`src/rtl/layered_objects_mux.sv`:
```
// N-layer priority pixel mux (layer 0 on top, background below all) with a transparent key,
// per-layer enable and a PLAY/FADE/END screen FSM. Define OBJMUX_FADE_EN to build the fade stage.
module layered_objects_mux #(
    parameter int         NUM_LAYERS      = 8,
    parameter logic [7:0] TRANSPARENT_RGB = 8'hFF,
    parameter int         FRAMES_PER_STEP = 8
) (
    input  logic                    clk,
    input  logic                    resetN,
    input  logic [NUM_LAYERS-1:0]   layerDrawReq,
    input  logic [NUM_LAYERS*8-1:0] layerRGB,
    input  logic [NUM_LAYERS-1:0]   layerEnable,
    input  logic [7:0]              bgRGB,
    input  logic [7:0]              endRGB,
    input  logic                    startOfFrame,
    input  logic                    gameOver,
    input  logic                    restart,
    output logic [7:0]              RGBOut,
    output logic [3:0]              winLayer,
    output logic                    winValid,
    output logic [1:0]              screenState
);

    typedef enum logic [1:0] {
        S_PLAY = 2'b00,
        S_FADE = 2'b01,
        S_END  = 2'b10
    } screen_state_t;

    screen_state_t state, next_state;

    logic       hit_any;
    logic [3:0] hit_idx;
    logic [7:0] hit_rgb;
    logic [7:0] play_rgb;

    // Scan bottom-up so the lowest-index hit is the one left standing.
    always_comb begin
        hit_any = 1'b0;
        hit_idx = 4'd0;
        hit_rgb = 8'd0;
        for (int i = NUM_LAYERS - 1; i >= 0; i--) begin
            if (layerDrawReq[i] && layerEnable[i] &&
                (layerRGB[8*i +: 8] != TRANSPARENT_RGB)) begin
                hit_any = 1'b1;
                hit_idx = 4'(i);
                hit_rgb = layerRGB[8*i +: 8];
            end
        end
    end

    assign play_rgb = hit_any ? hit_rgb : bgRGB;

`ifdef OBJMUX_FADE_EN
    logic [1:0] fade_lvl;
    logic [7:0] frame_cnt;
    logic       step_done;

    assign step_done = startOfFrame && (frame_cnt == 8'(FRAMES_PER_STEP - 1));

    function automatic logic [7:0] darken(input logic [7:0] c, input logic [1:0] lvl);
        logic [2:0] r;
        logic [2:0] g;
        logic [1:0] b;
        r = c[7:5] >> lvl;
        g = c[4:2] >> lvl;
        b = c[1:0] >> lvl;
        return {r, g, b};
    endfunction

    // Counters only run while staying in FADE, so they are clear on entry and after exit.
    always_ff @(posedge clk or negedge resetN) begin
        if (!resetN) begin
            fade_lvl  <= 2'd0;
            frame_cnt <= 8'd0;
        end else if (state != S_FADE || next_state != S_FADE) begin
            fade_lvl  <= 2'd0;
            frame_cnt <= 8'd0;
        end else if (step_done) begin
            frame_cnt <= 8'd0;
            if (fade_lvl != 2'd3) fade_lvl <= fade_lvl + 2'd1;
        end else if (startOfFrame) begin
            frame_cnt <= frame_cnt + 8'd1;
        end
    end
`endif

    always_ff @(posedge clk or negedge resetN) begin
        if (!resetN) state <= S_PLAY;
        else         state <= next_state;
    end

    // gameOver outranks restart in every state.
    always_comb begin
        next_state = state;
        case (state)
            S_PLAY: begin
`ifdef OBJMUX_FADE_EN
                if (gameOver) next_state = S_FADE;
`else
                if (gameOver) next_state = S_END;
`endif
            end
`ifdef OBJMUX_FADE_EN
            S_FADE: begin
                if (restart && !gameOver)              next_state = S_PLAY;
                else if (fade_lvl == 2'd3 && step_done) next_state = S_END;
            end
`endif
            S_END: begin
                if (restart && !gameOver) next_state = S_PLAY;
            end
            default: next_state = S_PLAY;
        endcase
    end

    always_ff @(posedge clk or negedge resetN) begin
        if (!resetN) begin
            RGBOut   <= 8'd0;
            winLayer <= 4'd0;
            winValid <= 1'b0;
        end else begin
            case (state)
                S_END: begin
                    RGBOut   <= endRGB;
                    winLayer <= 4'd0;
                    winValid <= 1'b0;
                end
`ifdef OBJMUX_FADE_EN
                S_FADE: begin
                    RGBOut   <= darken(play_rgb, fade_lvl);
                    winLayer <= hit_idx;
                    winValid <= hit_any;
                end
`endif
                default: begin
                    RGBOut   <= play_rgb;
                    winLayer <= hit_idx;
                    winValid <= hit_any;
                end
            endcase
        end
    end

    assign screenState = state;

endmodule

```
`config.mk`:
```
export PLATFORM = sky130hd
export DESIGN_NAME = layered_objects_mux
export DESIGN_NICKNAME = d
export VERILOG_FILES = /design/src/rtl/layered_objects_mux.sv
export SDC_FILE = /design/constraint.sdc
export NUM_CORES = 1
export LEC_CHECK = 0
export ABC_AREA = 1
export BUFFER_PORTS_ARGS = -buffer_cell sky130_fd_sc_hd__buf_4
export CORE_MARGIN = 2
export CORE_UTILIZATION = 32
export CTS_CLUSTER_DIAMETER = 120
export DETAILED_ROUTE_END_ITERATION = 16
export PLACE_DENSITY_LB_ADDON = 0.2
export SLEW_MARGIN = 20
export SYNTH_ARGS = -nofsm -noshare
export SYNTH_HDL_FRONTEND = slang
export SYNTH_SLANG_ARGS = --single-unit
```
`constraint.sdc`:
```
create_clock -name clk -period 1.4 [get_ports clk]
set_input_delay 0.28 -clock clk [delete_from_list [all_inputs] [get_ports clk]]
set_output_delay 0.28 -clock clk [all_outputs]
set_load 0.01 [all_outputs]
```
==> impl_metrics.tcl <==
set metrics [dict create \
    synth-seq-area-share_pct 20.87 \
    cpMaxStageDelayCell "nor2_4" \
    fin_setup_tns_ns -0.01415 \
    die_height_um 73.80 \
    crit_path_start_kind "primary input" \
    place_congestion 0.8584 \
    cts_buffers 3 \
    start_util_pct 33.01 \
    dr_total_vias 2391 \
    ys_seq_elements 13 \
    final_core_util_pct 68.00 \
    core_area_um2 4723 \
    hold_violations 0 \
    first_iter_violations 112 \
    clk_pin_slew_ns 0.05 \
    reg2reg_depth 6 \
    fin_nets 546 \
    worstPathCellList "buf_4, nand2_2, nor2_1, nand2_1, nand3_4, nand2_4, nor2_4, nand4_4, nand2_1, o21ai_0, nand3_1, nand2_1, inv_1" \
    diodes 0 \
    fin_crit_ns 1.414 \
    avgSynthCellArea_um2 5.732 \
    antenna_found_initial 0 \
    grt_first_pass_wirelength_um 9597 \
    maxCapViolations 0 \
    status "finished with violations" \
    violations "setup timing" \
    ff_latch_area_um2 325.3 \
    crit_top_cell "nand2_1" \
    final_common_cell "buf_4" \
    grt_max_degree 14 \
    dp_hpwl_um 4978 \
    netlist_area_um2 1559 \
    worst-setup-path-type "primary input to register" \
    grt_pass1_vias 2240 \
    cp-end-kind "register" \
    yosys_warnings 0 \
    cp_max_fo 5 \
    drc_errors 0 \
    design_area_um2 3212 \
    layout-drive-gt1-share_pct 52.93 \
    synth.distinct_cells 31 \
    cellLeakagePower_nw 1.690 \
    overflow 0 \
    grt.total_usage_pct 21.98 \
    placed_cells 495 \
    multi_input_area_um2 1251 \
    cp.required_ns 1.59 \
    critPathMaxStageDelay_ns 0.18 \
    slew_violations 0 \
    top_level_ports 116 \
    postRouteAntennaNets 0 \
    die_area_um2 5446 \
    vdd_drop_max_mv 0.2809 \
    instances_no_fill 511 \
    numClockSinks 13 \
    setup_viol 1 \
    hold_depth 2 \
    place_area_um2 2823 \
    cts_tree "built" \
    root_buffer "clkbuf_8" \
    hold_slack_ns 0.2113 \
    fillerInstances 404 \
    rsz0062_at_grt "true" \
    cts_buffer_depth 2 \
    synth_cells 272 \
    htreeDepth 1 \
    fmax_mhz 707.1 \
    worstSkewPairLatency_ns 0.24 \
    mostFrequentLayoutCells "buf_4 (158), nand2_1 (79), nor2_1 (21)" \
    die_w_um 73.80 \
    vias_per_cell 4.679 \
    fin_crit_sh_pct 101.0 \
    fin_skew_ns 0.003484 \
    power_density_nw_per_um2 523.5 \
    wirelength_um 6022 \
    io_buffers 112 \
    fin_ws_ns -0.01415 \
    rows 25 \
    wire_per_inst_um 11.78 \
    hold_path.class "primary input to register" \
    dr.pass1.iters 4 \
    arrival_ns 1.60 \
    areaGrowthSynthToFinish_pct 106.0 \
]
[logic make-up (layout without fill, tap and decap cells)]
| group | Yosys count | after routing | synth area share, % |
|---|---|---|---|
| compound gates | 52 | 52 | 18.62 |
| buf+inv | 36 | 206 | 10.51 |
| flops | 13 | 13 | 20.87 |
| other cells | 1 | 2 | 0.2405 |
| simple gates | 170 | 171 | 49.76 |
[synthesized netlist by cell type]
| master | count | share of area [%] |
|---|---|---|
| a21oi_1 | 19 | 6.1 |
| buf_2 | 5 | 1.6 |
| buf_4 | 2 | 0.96 |
| buf_6 | 2 | 1.4 |
| clkbuf_1 | 2 | 0.48 |
| clkinv_1 | 1 | 0.24 |
| conb_1 | 1 | 0.24 |
| dfrtp_1 | 13 | 21 |
| inv_1 | 22 | 5.3 |
| inv_2 | 2 | 0.48 |
| nand2_1 | 88 | 21 |
| nand2_2 | 6 | 2.4 |
| nand3_1 | 20 | 6.4 |
| nand3_2 | 2 | 1.3 |
| nand4_1 | 5 | 2.0 |
| nand4_4 | 1 | 1.4 |
| nor2_1 | 28 | 6.7 |
| nor2_4 | 2 | 1.4 |
| nor3_1 | 7 | 2.2 |
| nor3_2 | 1 | 0.64 |
| nor4_1 | 2 | 0.80 |
| o211ai_1 | 2 | 0.96 |
| o21a_1 | 1 | 0.48 |
| o21ai_0 | 16 | 5.1 |
| o21ai_1 | 10 | 3.2 |
| o21ai_2 | 1 | 0.56 |
| o21bai_1 | 2 | 0.96 |
| o21bai_4 | 1 | 1.2 |
| or2_0 | 2 | 0.80 |
| or2_1 | 3 | 1.2 |
| or2_2 | 3 | 1.2 |
[sequential cells by signal, summed over array words and instances, names as in the netlist]
| register | count |
|---|---|
| RGBOut | 8 |
| winLayer | 3 |
| screenState | 1 |
| winValid | 1 |
[stage by stage]
stage	setup slack (ns)	total power, W
global placement	-0.2868	0.001214
global route	-0.1293	0.001788
CTS	-0.01395	0.001573
floorplan	0.002770	0.0007503
detailed placement	-0.3129	0.001226
finish	-0.01415	0.001681
[worst paths after layout]
check                                           start                          to  slack [ns]
setup / recovery                         layerRGB[36]         RGBOut[5]$_DFF_PN0_       -0.01
max in group asynchronous                      resetN         RGBOut[1]$_DFF_PN0_        0.82
hold / removal                                restart  screenState[1]$_DFFE_PN0P_        0.21
min in group asynchronous                      resetN  screenState[1]$_DFFE_PN0P_        0.42
hold reg to reg            screenState[1]$_DFFE_PN0P_       winLayer[1]$_DFF_PN0_        0.63
setup reg to reg           screenState[1]$_DFFE_PN0P_         RGBOut[5]$_DFF_PN0_        0.15
[what timing repair did]
action	in CTS	in global routing
pin swaps	2	36
buffers inserted	3	6
endpoints found under the hold margin	13	0
gates resized for setup	3	63
hold buffers	1	0
setup endpoints to repair	4	10
gates cloned	2	0
[where the power goes]
part           switching [W]  internal [W]  total (W)
combinational       0.000418      0.000509   0.000927
sequential         0.0000107      0.000411   0.000422
clock               0.000131      0.000201   0.000332
[final cells by class]
cell class / instances / share of cell area [%]
Multi-Input combinational cell: 225 / 38.96
Timing Repair inverter: 1 / 0.2337
Timing Repair Buffer: 176 / 43.47
Sequential cell: 13 / 10.13
Inverter: 25 / 3.194
Clock buffer: 4 / 1.402
Tap cell: 67 / 2.610
[worst max-delay path: cells and delay by family]
kind	cells	cell delay (ns)
AO/OA/AOI/OAI	1	0.12
buffers and inverters	2	0.15
AND/OR/NAND/NOR	10	1.05
[routing by layer]
layer / share of wire, % / track usage (%) / up-vias
met3: 6.8 / 3.429 / 10
li1: - / - / 1230
met4: 1.4 / 5.859 / 0
met2: 49 / 38.99 / 93
met1: 42 / 27.38 / 1058
met5: 0 / 0 / -
Power figures use the tool's default switching activity.
